File: src/rtl/fpnew_opgroup_dispatch.sv
// Steers FP ops to opgroup blocks and retires their results in issue order.
// A small order FIFO of opgroup indices decides which group's result may leave next.

module fpnew_opgroup_dispatch_lane #(
  parameter int unsigned GrpW  = 2,
  parameter int unsigned Idx   = 0,
  parameter int unsigned Width = 64,
  parameter type         TagType = logic
) (
  input  logic [GrpW-1:0]  opgrp_i,
  input  logic             issue_en_i,
  input  logic [GrpW-1:0]  head_i,
  input  logic             retire_en_i,
  input  logic             out_ready_i,
  input  logic             grp_out_valid_i,
  input  logic [Width-1:0] grp_result_i,
  input  logic [4:0]       grp_status_i,
  input  TagType           grp_tag_i,
  output logic             grp_in_valid_o,
  output logic             grp_out_ready_o,
  output logic             head_valid_o,
  output logic [Width-1:0] result_o,
  output logic [4:0]       status_o,
  output TagType           tag_o
);
  logic is_head;

  assign grp_in_valid_o  = issue_en_i & (opgrp_i == GrpW'(Idx));
  assign is_head         = retire_en_i & (head_i == GrpW'(Idx));
  assign head_valid_o    = is_head & grp_out_valid_i;
  assign grp_out_ready_o = is_head & out_ready_i;
  // Payload is zeroed unless this lane is the valid head, so the top can OR-merge lanes
  assign result_o        = head_valid_o ? grp_result_i : '0;
  assign status_o        = head_valid_o ? grp_status_i : '0;
  assign tag_o           = head_valid_o ? grp_tag_i : TagType'('0);
endmodule

module fpnew_opgroup_dispatch #(
  parameter int unsigned NumOpGroups = 4,
  parameter int unsigned Width       = 64,
  parameter int unsigned MaxInFlight = 8,
  parameter type         TagType     = logic,
  localparam int unsigned GrpW = $clog2(NumOpGroups),
  localparam int unsigned PtrW = $clog2(MaxInFlight),
  localparam int unsigned CntW = PtrW + 1
) (
  input  logic                               clk_i,
  input  logic                               rst_i,
  input  logic                               flush_i,
  input  logic                               in_valid_i,
  output logic                               in_ready_o,
  input  logic [GrpW-1:0]                    opgrp_i,
  output logic [NumOpGroups-1:0]             grp_in_valid_o,
  input  logic [NumOpGroups-1:0]             grp_in_ready_i,
  input  logic [NumOpGroups-1:0]             grp_out_valid_i,
  output logic [NumOpGroups-1:0]             grp_out_ready_o,
  input  logic [NumOpGroups-1:0][Width-1:0]  grp_result_i,
  input  logic [NumOpGroups-1:0][4:0]        grp_status_i,
  input  TagType [NumOpGroups-1:0]           grp_tag_i,
  output logic                               out_valid_o,
  input  logic                               out_ready_i,
  output logic [Width-1:0]                   result_o,
  output logic [4:0]                         status_o,
  output TagType                             tag_o,
  output logic [CntW-1:0]                    inflight_o,
  output logic                               busy_o
);
  logic [MaxInFlight-1:0][GrpW-1:0] fifo_q;
  logic [PtrW-1:0]                  wr_ptr_q, rd_ptr_q;
  logic [CntW-1:0]                  count_q;
  logic                             full, empty, issue_en, push, pop;
  logic [GrpW-1:0]                  head;
  logic [NumOpGroups-1:0]           lane_head_valid;
  logic [NumOpGroups-1:0][Width-1:0] lane_result;
  logic [NumOpGroups-1:0][4:0]      lane_status;
  TagType [NumOpGroups-1:0]         lane_tag;

  assign full     = (count_q == CntW'(MaxInFlight));
  assign empty    = (count_q == '0);
  assign issue_en = in_valid_i & ~full & ~flush_i;
  assign head     = fifo_q[rd_ptr_q];

  for (genvar g = 0; g < NumOpGroups; g++) begin : gen_lane
    fpnew_opgroup_dispatch_lane #(
      .GrpW(GrpW), .Idx(g), .Width(Width), .TagType(TagType)
    ) u_lane (
      .opgrp_i         (opgrp_i),
      .issue_en_i      (issue_en),
      .head_i          (head),
      .retire_en_i     (~empty),
      .out_ready_i     (out_ready_i),
      .grp_out_valid_i (grp_out_valid_i[g]),
      .grp_result_i    (grp_result_i[g]),
      .grp_status_i    (grp_status_i[g]),
      .grp_tag_i       (grp_tag_i[g]),
      .grp_in_valid_o  (grp_in_valid_o[g]),
      .grp_out_ready_o (grp_out_ready_o[g]),
      .head_valid_o    (lane_head_valid[g]),
      .result_o        (lane_result[g]),
      .status_o        (lane_status[g]),
      .tag_o           (lane_tag[g])
    );
  end

  // Out-of-range opgrp_i matches no lane, so the op is never accepted
  assign in_ready_o  = |(grp_in_valid_o & grp_in_ready_i);
  assign out_valid_o = |lane_head_valid;
  assign push        = in_ready_o;
  assign pop         = out_valid_o & out_ready_i;

  always_comb begin
    result_o = '0;
    status_o = '0;
    tag_o    = TagType'('0);
    for (int g = 0; g < NumOpGroups; g++) begin
      result_o = result_o | lane_result[g];
      status_o = status_o | lane_status[g];
      tag_o    = tag_o | lane_tag[g];
    end
  end

  always_ff @(posedge clk_i or posedge rst_i) begin
    if (rst_i) begin
      fifo_q   <= '0;
      wr_ptr_q <= '0;
      rd_ptr_q <= '0;
      count_q  <= '0;
    end else if (flush_i) begin
      wr_ptr_q <= '0;
      rd_ptr_q <= '0;
      count_q  <= '0;
    end else begin
      if (push) begin
        fifo_q[wr_ptr_q] <= opgrp_i;
        wr_ptr_q         <= wr_ptr_q + PtrW'(1);
      end
      if (pop) rd_ptr_q <= rd_ptr_q + PtrW'(1);
      count_q <= count_q + CntW'(push) - CntW'(pop);
    end
  end

  assign inflight_o = count_q;
  assign busy_o     = |count_q;
endmodule

File: config.mk
export PLATFORM = sky130hd
export DESIGN_NAME = fpnew_opgroup_dispatch
export DESIGN_NICKNAME = d
export VERILOG_FILES = /design/src/rtl/fpnew_opgroup_dispatch.sv
export SDC_FILE = /design/constraint.sdc
export NUM_CORES = 1
export LEC_CHECK = 0
export CORE_AREA = 2 2 146 148
export CTS_CLUSTER_SIZE = 28
export DETAILED_ROUTE_END_ITERATION = 7
export DIE_AREA = 0 0 148 150
export PLACE_DENSITY = 0.62
export SLEW_MARGIN = 30
export SYNTH_ARGS = -nofsm -noshare
export SYNTH_HDL_FRONTEND = slang
export SYNTH_SLANG_ARGS = --single-unit
File: constraint.sdc
create_clock -name clk_i -period 5.6 [get_ports clk_i]
set_input_delay 0.56 -clock clk_i [delete_from_list [all_inputs] [get_ports clk_i]]
set_output_delay 0.56 -clock clk_i [all_outputs]
set_load 0.05 [all_outputs]
==> results.json <==
{
  "fp.dieArea_mm2": 0.0222,
  "num_rows": 53,
  "cp_cell_sequence": "mux2i_1, nand3b_1, nand4_1, and4_2, buf_12, a22oi_1, o21ai_1, clkdlybuf4s50_1",
  "synth_seq_cells": 26,
  "multi_input_area_mm2": 0.00225,
  "cts_hold_buf": 0,
  "mostFrequentLayoutCells": "clkdlybuf4s50_1 (379), a22oi_1 (140), o21ai_1 (70)",
  "h-tree-depth": 1,
  "worst_pin_slew_ns": 0.840,
  "r2r_slack_ns": 2.23,
  "wire_per_inst_um": 21.7,
  "hp-class": "reg2reg",
  "wl_um": 22100,
  "vias": 4717,
  "fin_cells": 1016,
  "max_cap_viol_count": 0,
  "r2r_cells": 9,
  "remaining_drc_errors": 0,
  "n_fill_cell": 2167,
  "clock_latency_ns": 0.26,
  "boundaryPins": 380,
  "grt_pass1_vias": 4712,
  "period_share": 0.791,
  "setup_viol": 0,
  "synth_cell_type_count": 33,
  "whs_path_depth": 1,
  "clock-sinks": 26,
  "cp-start-kind": "flop",
  "max_stage_delay_ns": 0.92,
  "start_util": 0.154,
  "clkTransAtPathRegs_ns": 0.07,
  "detail-route-antenna-nets": 0,
  "ys.flop_type": "dfrtp_1",
  "clock_skew_ns": 0.00852,
  "finalSetupTns_ns": 0,
  "layout.nets": 1046,
  "grt_pass1_wl_um": 30300,
  "antenna_cells": 0,
  "power_per_cell_area_mw_per_mm2": 498,
  "r2r-end": "inflight_o[1]$_DFF_PP0_",
  "arrival_ns": 3.87,
  "met2_usage": 0.265,
  "grt_use_met3": 0.0777,
  "die_y_um": 150,
  "grt_max_degree": 72,
  "syn_avg_cell_area_um2": 7.88,
  "cp.required_ns": 5.04,
  "syn_area_mm2": 0.00318,
  "syn_nets": 707,
  "synth_enable_flop_cells": 0,
  "synthCells": 403,
  "cp-startpoint": "rd_ptr_q[0]$_DFFE_PP0P_",
  "cts-resized-gates": 0,
  "drive_gt1_frac": 0.0540,
  "reg2reg_from": "rd_ptr_q[0]$_DFFE_PP0P_",
  "max_clock_freq_ghz": 0.226,
  "first_pass_iters": 5,
  "fp.dieW_um": 148,
  "yosysWarnings": 0,
  "end_kind": "output pin",
  "dp.cells": 1012,
  "crit_type": "reg2out",
  "p_leak_uw": 0.00251,
  "cts_setup_buffers": 0,
  "max-slew-margin-rel": 0.440,
  "crit_end": "tag_o",
  "cts_tree": "done",
  "status": "finished, final reports clean",
  "slew_violations": 0,
  "final_common_cell": "clkdlybuf4s50_1",
  "cts_buffers": 3,
  "finalHoldViolations": 0,
  "clockBufferDepth": 2,
  "coreArea_mm2": 0.0207,
  "grt_antenna_before_repair": 3,
  "use_met1": 0.253,
  "async_flop_share": 1.00,
  "regArea_um2": 651,
  "areaGrowthSynthToFinish_pct": 130,
  "place.gp.congestion": 0.816,
  "top_usage_layer": "met2",
  "grt_setup_unrepaired": "no",
  "max-vdd-ir-drop_v": 0.000366,
  "place.port_buffers": 379,
  "drtIter0Drc": 350,
  "crit_fanout": 42,
  "ys_seq_area_frac": 0.205,
  "cts_root_buf": "clkbuf_16",
  "fin_crit_ns": 4.43,
  "grt.overflow.total": 0,
  "vias_per_cell": 4.64,
  "dp_hpwl_um": 18000,
  "slowest_stage": "clkdlybuf4s50_1",
  "grt.total_usage": 0.181
}
-- worst max-delay path, delay by kind of cell, from the launching register on --
kind            cells  cell delay [ns]
buf+inv             2             1.22
simple gates        3             1.14
flops               1             0.59
compound gates      2             0.37
mux                 1             0.25
-- worst min-delay path by stage --
stage,startpoint,endpoint,slack (ns)
floorplan,fifo_q[2]$_DFFE_PP0P_,fifo_q[2]$_DFFE_PP0P_,0.47
global placement,fifo_q[1]$_DFFE_PP0P_,fifo_q[1]$_DFFE_PP0P_,0.49
detailed placement,fifo_q[1]$_DFFE_PP0P_,fifo_q[1]$_DFFE_PP0P_,0.49
CTS,fifo_q[1]$_DFFE_PP0P_,fifo_q[1]$_DFFE_PP0P_,0.51
global route,fifo_q[11]$_DFFE_PP0P_,fifo_q[11]$_DFFE_PP0P_,0.53
finish,fifo_q[1]$_DFFE_PP0P_,fifo_q[1]$_DFFE_PP0P_,0.51
-- routing by layer --
layer	vias up	routed length, um
met4	6	218
li1	2245	-
met3	20	2650
met5	-	39
met2	237	9580
met1	2209	9570
-- state kept, by name (all words and copies together) (netlist names) --
signal	cells
inflight_o	4
rd_ptr_q	3
fifo_q	16
wr_ptr_q	3
-- layout make-up --
class,instances,area share
clock buffer,3,0.0103
clock inverter,1,0.00411
inverter,15,0.00771
multi-input combinational,310,0.308
sequential,26,0.0891
tap,275,0.0471
timing repair buffer,386,0.533
-- synthesized netlist by cell type, types with 6 or more instances --
| cell | number | share of area |
|---|---|---|
| a22oi_1 | 140 | 0.33 |
| buf_4 | 8 | 0.019 |
| clkbuf_1 | 43 | 0.051 |
| dfrtp_1 | 26 | 0.20 |
| ha_1 | 8 | 0.032 |
| inv_1 | 15 | 0.018 |
| mux2_2 | 17 | 0.060 |
| mux2i_1 | 6 | 0.019 |
| nand2_1 | 6 | 0.0071 |
| nand2b_1 | 7 | 0.014 |
| nor2_1 | 16 | 0.019 |
| nor3_1 | 7 | 0.011 |
| o21ai_1 | 70 | 0.11 |
-- logic make-up (layout without fill, tap and decap cells) --
family | after synthesis | after routing | share of synthesized area
AO/OA/AOI/OAI | 215 | 215 | 0.451
buffers and inverters | 67 | 405 | 0.0910
AND/OR/NAND/NOR | 54 | 54 | 0.0926
multiplexers | 29 | 29 | 0.115
flip-flops | 26 | 26 | 0.205
adder cells (fa/ha/maj) | 9 | 9 | 0.0378
XOR/XNOR | 3 | 3 | 0.00827
-- stage by stage --
stage | hold WS (ns) | area [um^2] | setup WS [ns] | util | power [uW]
2_1_floorplan | 0.474 | 3180 | 2.05 | - | 2250
4_1_cts | 0.509 | 7300 | 1.06 | 0.353 | 3690
5_1_grt | 0.529 | 7300 | 0.886 | 0.353 | 3850
3_5_place_dp | 0.494 | 7200 | 1.37 | 0.348 | 3470
3_3_place_gp | 0.492 | 7200 | 1.42 | 0.348 | 3470
6_report | 0.509 | 7300 | 1.17 | 0.353 | 3640
-- where the power goes --
part           internal, uW  switching, uW
Sequential              223           33.9
Combinational          1080           2100
Clock                   142           67.5
Power figures use the tool's default switching activity.
